### config.mk
export PLATFORM = sky130hd
export DESIGN_NAME = fetch_pc_sequencer
export DESIGN_NICKNAME = d
export VERILOG_FILES = /design/src/rtl/fetch_pc_sequencer.sv
export SDC_FILE = /design/constraint.sdc
export NUM_CORES = 1
export LEC_CHECK = 0
export ABC_AREA = 1
export BUFFER_PORTS_ARGS = -buffer_cell sky130_fd_sc_hd__buf_4
export CELL_PAD_IN_SITES_DETAIL_PLACEMENT = 0
export CELL_PAD_IN_SITES_GLOBAL_PLACEMENT = 1
export CORE_MARGIN = 8
export CORE_UTILIZATION = 29
export DETAILED_ROUTE_END_ITERATION = 16
export PLACE_DENSITY = 0.71
export RECOVER_POWER = 50
export SLEW_MARGIN = 10
export SYNTH_ARGS = -nofsm -noshare
export SYNTH_HDL_FRONTEND = slang
export SYNTH_SLANG_ARGS = --single-unit
### constraint.sdc
create_clock -name clk -period 2.25 [get_ports clk]
set_input_delay 0.225 -clock clk [delete_from_list [all_inputs] [get_ports clk]]
set_output_delay 0.225 -clock clk [all_outputs]
set_load 0.01 [all_outputs]
### src/rtl/fetch_pc_sequencer.sv
// Fetch-stage PC register and imem request sequencer: redirect > BTB taken > PC+4.
// Optional performance counters are built when FETCH_PERF_CNT_EN is defined.
module fetch_pc_sequencer #(
  parameter logic [31:0] RESET_PC = 32'h0000_0000,
  parameter int          CNT_W    = 32
) (
  input  logic             clk,
  input  logic             rst_n,
  input  logic             stall_i,
  input  logic             jump_en,
  input  logic [31:0]      pc_jump_addr,
  input  logic             btb_pc_valid,
  input  logic             btb_pc_predictTaken,
  input  logic [31:0]      btb_target_pc,
  output logic             imem_req,
  output logic [31:0]      imem_addr,
  input  logic             imem_gnt,
  output logic [31:0]      pc_o,
  output logic             flush_o,
  output logic             discard_o,
  output logic [CNT_W-1:0] perf_redirect_cnt,
  output logic [CNT_W-1:0] perf_stall_cnt
);

  localparam logic [1:0] ST_BOOT       = 2'd0;
  localparam logic [1:0] ST_RUN        = 2'd1;
  localparam logic [1:0] ST_HOLD_REDIR = 2'd2;
  localparam logic [31:0] ALIGN_MASK   = 32'hFFFF_FFFC;

  // Handshake: a request is taken only in a cycle where imem_req && imem_gnt.
  // Once raised, imem_req and imem_addr stay stable until that cycle.
  logic [1:0]  state_q, state_d;
  logic [31:0] pc_q, pc_d;
  logic [31:0] redir_q, redir_d;
  logic        lock_q, lock_d;
  logic        accepted;
  logic        btb_taken;

  assign imem_req  = (state_q != ST_BOOT) && (!stall_i || lock_q);
  assign imem_addr = pc_q;
  assign pc_o      = pc_q;
  assign accepted  = imem_req && imem_gnt;
  assign btb_taken = btb_pc_valid && btb_pc_predictTaken;
  assign flush_o   = jump_en && (state_q != ST_BOOT);
  assign discard_o = (state_q == ST_HOLD_REDIR) && accepted;

  always_comb begin
    state_d = state_q;
    pc_d    = pc_q;
    redir_d = redir_q;
    lock_d  = lock_q;
    if (imem_req) begin
      lock_d = !imem_gnt;
    end
    case (state_q)
      ST_BOOT: begin
        state_d = ST_RUN;
      end
      ST_RUN: begin
        if (accepted) begin
          if (jump_en)        pc_d = pc_jump_addr & ALIGN_MASK;
          else if (btb_taken) pc_d = btb_target_pc & ALIGN_MASK;
          else                pc_d = pc_q + 32'd4;
        end else if (jump_en) begin
          // An outstanding request keeps its address; park the target.
          if (imem_req) begin
            redir_d = pc_jump_addr & ALIGN_MASK;
            state_d = ST_HOLD_REDIR;
          end else begin
            pc_d = pc_jump_addr & ALIGN_MASK;
          end
        end
      end
      ST_HOLD_REDIR: begin
        if (accepted) begin
          pc_d    = jump_en ? (pc_jump_addr & ALIGN_MASK) : redir_q;
          state_d = ST_RUN;
        end else if (jump_en) begin
          redir_d = pc_jump_addr & ALIGN_MASK;
        end
      end
      default: begin
        state_d = ST_BOOT;
      end
    endcase
  end

  always_ff @(posedge clk or negedge rst_n) begin
    if (!rst_n) begin
      state_q <= ST_BOOT;
      pc_q    <= RESET_PC;
      redir_q <= 32'h0;
      lock_q  <= 1'b0;
    end else begin
      state_q <= state_d;
      pc_q    <= pc_d;
      redir_q <= redir_d;
      lock_q  <= lock_d;
    end
  end

`ifdef FETCH_PERF_CNT_EN
  localparam logic [CNT_W-1:0] CNT_ONE = 1;
  logic [CNT_W-1:0] redir_cnt_q, stall_cnt_q;
  logic             stall_cycle;

  assign stall_cycle = ((state_q != ST_BOOT) && !imem_req) || (imem_req && !imem_gnt);

  always_ff @(posedge clk or negedge rst_n) begin
    if (!rst_n) begin
      redir_cnt_q <= '0;
      stall_cnt_q <= '0;
    end else begin
      if (flush_o)     redir_cnt_q <= redir_cnt_q + CNT_ONE;
      if (stall_cycle) stall_cnt_q <= stall_cnt_q + CNT_ONE;
    end
  end

  assign perf_redirect_cnt = redir_cnt_q;
  assign perf_stall_cnt    = stall_cnt_q;
`else
  assign perf_redirect_cnt = '0;
  assign perf_stall_cnt    = '0;
`endif

endmodule
Word level (Yosys, flattened, before mapping)
Index checks and enable logic that the tools add are counted.
{"block": "classes", "add_sub_neg": 1, "eq_ne": 9, "n_mux": 18, "n_reduce_logical": 14}
{"operator": "32-bit two-way mux", "count": 11}
{"operator": "32-bit one-hot mux with 2 select lines", "count": 2}
{"operator": "32-bit by 3-bit adder with 32-bit output, second input constant", "count": 1}
{"operator": "2-bit != test, second input constant", "count": 5}
{"operator": "2-bit two-way mux", "count": 4}
{"operator": "4-bit AND reduction", "count": 2}
{"operator": "3-bit != test, second input constant", "count": 2}
{"operator": "2-bit one-hot mux with 3 select lines", "count": 1}
{"operator": "1-bit logical AND", "count": 5}
{"operator": "5-bit AND reduction", "count": 1}
{"operator": "2-bit nonzero test", "count": 2}
{"operator": "2-bit by 1-bit == test with 1-bit output, second input constant", "count": 1}
{"operator": "2-bit == test, second input constant", "count": 1}
{"operator": "1-bit logical NOT", "count": 2}
{"operator": "2-bit logical NOT", "count": 1}
{"operator": "1-bit logical OR", "count": 1}
{"block": "totals", "reg_bits": 67, "inputBits": 71, "out_inout_bits": 131, "elab_cells": 46}

Logic depth before layout (Yosys ltp)
Gate-level depths: netlist (run 1).
{"block": "logic_depth", "word_depth": 7, "ltp_mapped": 11, "depth_no_buf": 10}

Worst setup path before layout (run 1)
Ideal clock, no wire load.
{"block": "synth_timing", "path_kind": "register -> register", "from": "register state_q[0]", "to": "register pc_q[9], in the netlist imem_addr[9]", "setup_time_ns": 0.087, "arrival_ns": 1.566, "t_required_ns": 2.163, "path_slack_ns": 0.597, "path_stages_with_launch": 11, "path_buffers": 1, "synth_period_minus_slack_ns": 1.653, "cell_sequence": "dfrtp_1 > inv_1 > ha_1 > a21oi_4 > nand2_4 > nor2_8 > nand2_4 > buf_6 > nor2_1 > nand2_1 > a22oi_1"}
{"block": "synth_between", "elab_chain_cells": 5, "elab_cells_between_ends": 12, "classes_between": "5 x eq/ne; 2 x mux; 5 x reduce/logical"}
{"element": "start: declaration", "line": "32", "text": "logic [1:0] state_q, state_d;"}
{"element": "start signal: assignment", "line": "95", "text": "state_q <= state_d;"}
{"element": "2-bit nonzero test *", "line": "39", "text": "assign imem_req = (state_q != ST_BOOT) && (!stall_i || lock_q);"}
{"element": "1-bit logical AND *", "line": "39"}
{"element": "named net imem_req", "line": "15", "text": "output logic imem_req,"}
{"element": "1-bit logical AND", "line": "42", "text": "assign accepted = imem_req && imem_gnt;"}
{"element": "3-bit != test (no source line), or another cell as far along"}
{"element": "4-bit AND reduction (no source line) / 32-bit one-hot mux with 2 select lines (equally long branches)"}
{"element": "end signal: assignment", "line": "96", "text": "pc_q <= pc_d;"}
{"element": "end: declaration", "line": "33", "text": "logic [31:0] pc_q, pc_d;"}
The timed path passes the listed nets; every way through them passes the cells marked *.
A chain may end at the register's enable or synchronous reset.

Final worst setup path (run 1)
{"block": "layout_timing", "from": "register state_q[0]", "to": "register pc_q[27], in the netlist imem_addr[27]"}
{"block": "layout_between", "elab_chain_cells": 5, "elab_cells_between_ends": 12, "classes_between": "5 x eq/ne; 2 x mux; 5 x reduce/logical"}
{"element": "2-bit nonzero test", "line": "39"}
{"element": "1-bit logical AND", "line": "39"}
{"element": "1-bit logical AND", "line": "42"}
{"element": "3-bit != test (no source line), or another cell as far along"}
{"element": "4-bit AND reduction (no source line) / 32-bit one-hot mux with 2 select lines (equally long branches)"}
Parallel ways exist; a longest one is shown, timed or not.

==> results of run 1 <==
## worst max-delay path: stages (launching register included)
cell	delay, ns
dfrtp_1	0.35
inv_1	0.07
ha_1	0.24
buf_4	0.16
inv_1	0.05
nand2_1	0.06
nor2_1	0.19
nand2_1	0.09
nor2_1	0.14
buf_4	0.23
o21a_1	0.16
nand2_1	0.05
a21oi_1	0.12
## final timing paths
check | startpoint | end | slack, ns | depth (start not counted)
min | pc_jump_addr[12] | redir_q[12] | 0.18 | 3
min in group asynchronous | rst_n | imem_addr[6] | 0.67 | 2
max reg2reg | state_q[0] | imem_addr[27] | 0.27 | 12
max | state_q[0] | imem_addr[27] | 0.27 | 12
min reg2reg | redir_q[0] | redir_q[0] | 0.50 | 2
max in group asynchronous | rst_n | imem_addr[8] | 0.85 | 3
## kinds of logic after synthesis
| logic type | share of synthesized area |
|---|---|
| simple gates | 0.3144 |
| buf+inv | 0.2059 |
| compound gates | 0.1708 |
| flops | 0.2992 |
| fa+ha+maj | 0.008933 |
| other cells | 0.0006693 |
## sequential cells by signal (all words and copies together) (netlist names)
signal and flops:
state_q 2, lock_q 1, imem_addr 32, redir_q 32
## power by group through the flow
stage	sequential, mW	clock (mW)	combinational, mW
3_3_place_gp	2.48	0	5.50
5_1_grt	2.59	1.42	5.99
6_report	2.47	1.34	5.27
4_1_cts	2.49	1.38	5.54
2_1_floorplan	2.42	0	3.90
3_5_place_dp	2.51	0	5.51
## area by class of cell
type                       instances  area [µm²]
clock inverter                     2       10.01
timing repair buffer             151        1072
fill                            2185       12610
inverter                          61       229.0
clock buffer                      14       264.0
sequential                        67        1677
tap                              265       331.6
multi-input combinational        668        3017
## layer usage
metal,share of wire,wire [µm]
met5,0.0017,31
met4,0.011,200
met3,0.073,1368
met2,0.46,8646
met1,0.45,8409
## cells in the final DEF, fill, tap and decap left out, types with 5 or more instances in the layout
cell       synthesis  routed
nor2_1           198     198
nand2_1          182     181
o211ai_1           6       6
clkbuf_1           7      36
o21a_1             7       7
a21boi_1          16      16
a31oi_1           27      27
conb_1             1      64
a21oi_1           23      23
buf_4             98     111
clkbuf_16          0       9
dfrtp_1           67      67
buf_12             0       5
o21ai_0           74      74
nand3_1           45      44
inv_1             58      58
a22oi_1            6       6
## metrics by stage
step           area, µm²  instances
2_1_floorplan       5839        929
3_3_place_gp        6442       1211
3_5_place_dp        6442       1211
4_1_cts             6726       1228
5_1_grt             6600       1228
6_report            6600       1228
==> results.md, run 1 <==
* Startpoint Class: register
* Cts hold-fix bufs at 1
* Sw power at ~4.4 mW
* Core area at 19,210 µm²
* ANT cells at 0
* Util after Layout at 0.3436
* CTS Root Cell: clkbuf_16
* Pre-antenna DRT Iters at 4
* Clock Latency Late Sink at around 0.34 ns
* Clock sinks at 67
* Total GRT Usage at 0.1540
* Placer Congestion at approximately 0.9
* Post-DRT Antenna Nets at 0
* Vias in the first global route at about 5,300
* Final worst slack at 0.2690 ns
* Max clock buf depth at 2
* Pre-CTS setup slack at 0.2864 ns
* Commonest register cell after synthesis: dfrtp_1
* Max-cap violations at 0
* Count of cell types in the netlist at 30
* Post-Route WL at 18,660 µm
* RSZ-0062 raised after global routing: false
* Layout cell share with drive strength beyond 1 at 0.1516
* Slew Limit Headroom at 0.2335
* M2 GR Usage at 0.2470
* Busiest grt layer: met2
* Switching Fraction at 0.4863
* Met3 Resource Use GR at 0.04272
* Clock transition at the registers of the reported paths at about 0.060 ns
* Largest cells by area after synthesis: dfrtp_1 30%, nor2_1 13%, buf_4 13%, nand2_1 12%, o21ai_0 6.6%
* Largest net degree at the start of global routing at 63
* Ys async rst share at 1.000
* Worst VDD drop at roughly 560 µV
* Pint at 4.666 mW
* First-pass GRT wire length at 29,030 µm
* TritonCTS clock tree: done
* PwrDens at between 1000 and 1500 nW/µm²
* Layout area overhead at 17.80%
* Worst hold path type: input port to register
* Area of the die at roughly 24,000 µm²
* Tcrit/Tclk final at 0.8804
* Most frequent cells after synthesis: 198 x nor2_1, 182 x nand2_1, 98 x buf_4
* Leakage power at roughly 3.3 nW
* Drt wl/cell at 15.19 µm
* Synth area leader: dfrtp_1
* H-tree Lvls at 3
* # nets final at roughly 1,000
* Most frequent cell after synthesis: nor2_1
* Setup bufs post-CTS at 0
* Pwr Total at between 9 and 10 mW
* GR Overflow Total at 0
* Yosys synthesis warning count at 0
* TritonCTS buffer count at 9
* Arr. time, crit path at between 2 and 2.5 ns
* CP Data Required Time at 2.51 ns
* Yosys top cell area share at 0.2992
* Final setup viols at 0
* Max Clock Skew at roughly 0.0069 ns
* Seq cells post-synth at 67
* Clock power frac at 0.148
* Clock period minus worst slack at 1.981 ns
* Post-Syn Area per Cell at ~6.5 µm²
* Std cell rows at between 50 and 60
* Mapped cell area at around 5600 µm²
* Logic gate share of total power at 0.580
* Number of flops mapped to enable cells by yosys at 0
* Vias post-DR at about 5,400
* Detailed router's first-iteration violation count at between 300 and 400
* DRC Markers at 0
* Part of the Yosys area used for sequential elements at 0.2992
* Post-cts resize count at 0
* Die Height at about 150 µm
* Setup TNS at 0 ns
* Num ports at a little over 200
* Initial Utilization at 0.2917
* Initial antenna violation count at 2
* Slew @ Worst Pin at 1.150 ns
* Hold_ws at about 0.18 ns
* Post-synthesis instance total at between 800 and 900
* Flop pwr share at 0.272
* Status: completed
* Critical path capture point type: register
* Grt met1 use at 0.1981
* Via density at between 4 and 5
* Max Slew Vio Count at 0
* PortBufs at about 130
* F_max at 504.8 MHz
* Final hold vios at 0
* Worst setup path category: register to register
* Die Span X at approximately 150 µm
* Critical path fanouts, max at 8
* DP Wirelength at about 14,000 µm
Note: power is estimated with default switching activity, not from simulation.
==> run 2: changes to the inputs <==
- CORE_UTILIZATION: 29 -> 34
- CTS_CLUSTER_DIAMETER: default -> 150
- PLACE_DENSITY: 0.71 -> 0.81
==> results.md, run 2 (synthesized netlist as in run 1, its figures left out) <==
* Status: completed
* Total GRT Usage at 0.1739 (+0.01994)
* CTS Root Cell: clkbuf_16
* Area of the die at 20,840 µm² (-13%)
* Crit path max-delay family: simple AND/OR/NAND/NOR gates
* Initial Utilization at 0.3427 (+0.05101)
* RSZ-0062 raised after global routing: false
* Final hold vios at 0 (unchanged)
* PwrDens at 1408 nW/µm² (+2.3%)
* Leakage power at 3.266 nW (about the same)
* Clock period minus worst slack at 1.979 ns (-0.001528 ns)
* Std cell rows at 47 (-7.8%)
* GR Overflow Total at 0 (unchanged)
* Most frequent cells in the layout: 198 x nor2_1, 181 x nand2_1, 107 x buf_4
* Largest net degree at the start of global routing at 63 (unchanged)
* Switching Fraction at 0.4858 (-0.0005209)
* Sw power at 4.497 mW (+1.8%)
* Vias post-DR at 5,566 (+2.6%)
* Max Slew Vio Count at 0 (unchanged)
* F_max at 505.2 MHz (about the same)
* Flop pwr share at 0.265 (-0.007)
* TritonCTS buffer count at 9 (unchanged)
* Layout area overhead at 17.33%
* CP Data Required Time at 2.47 ns (-0.04 ns)
* Crit-path slowest cell: dfrtp_1
* Cts hold-fix bufs at 1 (unchanged)
* Critical path fanouts, max at 19 (+11)
* PortBufs at 133 (unchanged)
* TritonCTS clock tree: done
* Post-Route WL at 18,240 µm (-2.2%)
* Startpoint Class: register
* Post-cts resize count at 0 (unchanged)
* Post-Layout Cell Count at 1,180 (-3.9%)
* Clock power frac at 0.164 (+0.016)
* Worst hold path type: input port to register
* Clock sinks at 67 (unchanged)
* Critical path capture point type: register
* Layout cell share with drive strength beyond 1 at 0.1521 (+0.0004738)
* Clock transition at the registers of the reported paths at 0.06 ns (about the same)
* First-pass GRT wire length at 27,880 µm (-3.9%)
* Slew Limit Headroom at 0.2690 (+0.03552)
* Worst setup path category: register to register
* Post-DRT Antenna Nets at 0 (unchanged)
* Arr. time, crit path at 2.20 ns (-0.04 ns)
* Setup bufs post-CTS at 0 (unchanged)
* Logic gate share of total power at 0.571 (-0.009)
* H-tree Lvls at 3 (unchanged)
* Worst VDD drop at 688.4 µV (+23%)
* Dpl cells at 1,163 (-4.0%)
* Pre-antenna DRT Iters at 5 (+1)
* Placer Congestion at 0.8906 (+0.38%)
* Die Span X at 144.4 µm (-6.9%)
* # nets final at 1,030 (-0.29%)
* Pint at 4.760 mW (+2.0%)
* CP max stage delay at 0.38 ns (+0.03 ns)
* DRC Markers at 0 (unchanged)
* ANT cells at 0 (unchanged)
* Drt wl/cell at 15.46 µm (+1.8%)
* Max-cap violations at 0 (unchanged)
* DP Wirelength at 13,570 µm (-5.8%)
* Vias in the first global route at 5,231 (-1.5%)
* Final setup viols at 0 (unchanged)
* Clock Latency Late Sink at 0.34 ns (about the same)
* Core area at 16,350 µm² (-15%)
* Die Height at 144.4 µm (-6.9%)
* Worst path bufs/invs at 2 (-2)
* Detailed router's first-iteration violation count at 419 (+17%)
* Setup TNS at 0 ns (unchanged)
* Num ports at 202 (unchanged)
* Max clock buf depth at 2 (unchanged)
* Max Clock Skew at 0.006714 ns (-0.0001378 ns)
* Crit-path cells: inv_1 > ha_1 > a21oi_4 > nand2_4 > nor2_8 > buf_12 > o21ai_0 > nor2_1 > a21oi_1
* Slew @ Worst Pin at 1.097 ns (-0.05328 ns)
* Via density at 4.717 (+6.8%)
* Initial antenna violation count at 0 (-2)
* Commonest non-fill, non-tap cell in the layout: nor2_1
* Tcrit/Tclk final at 0.8798 (about the same)
==> run 2: cell count changes in the layout (fill, tap and decap cells not counted), sizes merged <==
cell      delta
buf          -3
bufinv       +1
clkbuf       -3
clkinv       -1
clkinvlp     +3
==> run 2: worst paths after layout <==
| path | start | endpoint | slack, ns | cells past startpoint |
|---|---|---|---|---|
| max in group asynchronous | rst_n | redir_q[19] | 0.88 | 3 |
| max reg2reg | state_q[1] | imem_addr[26] | 0.27 | 9 |
| min | pc_jump_addr[9] | redir_q[9] | 0.17 | 3 |
| min reg2reg | redir_q[0] | redir_q[0] | 0.50 | 2 |
| min in group asynchronous | rst_n | imem_addr[31] | 0.64 | 2 |
| max | state_q[1] | imem_addr[26] | 0.27 | 9 |
==> run 2: stage by stage <==
step / instance area (µm²) / util / setup slack [ns] / hold slack (ns) / power, mW
after floorplan: 5839 / - / 0.5968 / -0.07059 / 6.327
after global placement: 6376 / 0.3900 / 0.2773 / 0.2689 / 7.944
after detailed placement: 6376 / 0.3900 / 0.2396 / 0.2657 / 7.979
after CTS: 6700 / 0.4098 / 0.2174 / 0.1630 / 9.546
after global routing: 6574 / 0.4021 / 0.03618 / 0.1761 / 10.10
final: 6574 / 0.4021 / 0.2705 / 0.1700 / 9.257
==> run 2: worst min-delay path, stage by stage <==
cell and delay [ns]:
buf_4 0.11, nand2_1 0.07, a31oi_1 0.07
==> run 2: cell type report <==
class	count	area, µm²
Multi-Input combinational cell	668	3017
Clock inverter	5	61.31
Sequential cell	67	1677
Clock buffer	11	252.7
Tap cell	220	275.3
Timing Repair Buffer	148	1062
Fill cell	1832	9774
Inverter	61	229.0
==> run 2: power groups by stage <==
stage	Clock, mW	Combinational [mW]	Sequential (mW)
2_1_floorplan	0	3.90	2.42
3_3_place_gp	0	5.49	2.46
3_5_place_dp	0	5.50	2.48
4_1_cts	1.55	5.54	2.46
5_1_grt	1.59	5.96	2.56
6_report	1.52	5.29	2.45
==> run 2: layer usage <==
layer,vias to the layer above,routed length (µm),global-route usage,part of all wire
met3,14,1649,0.05711,0.090
met1,2542,8076,0.2279,0.44
met2,197,8305,0.2709,0.46
met4,0,212,0.04107,0.012
met5,-,0,0,0
li1,2813,-,-,-
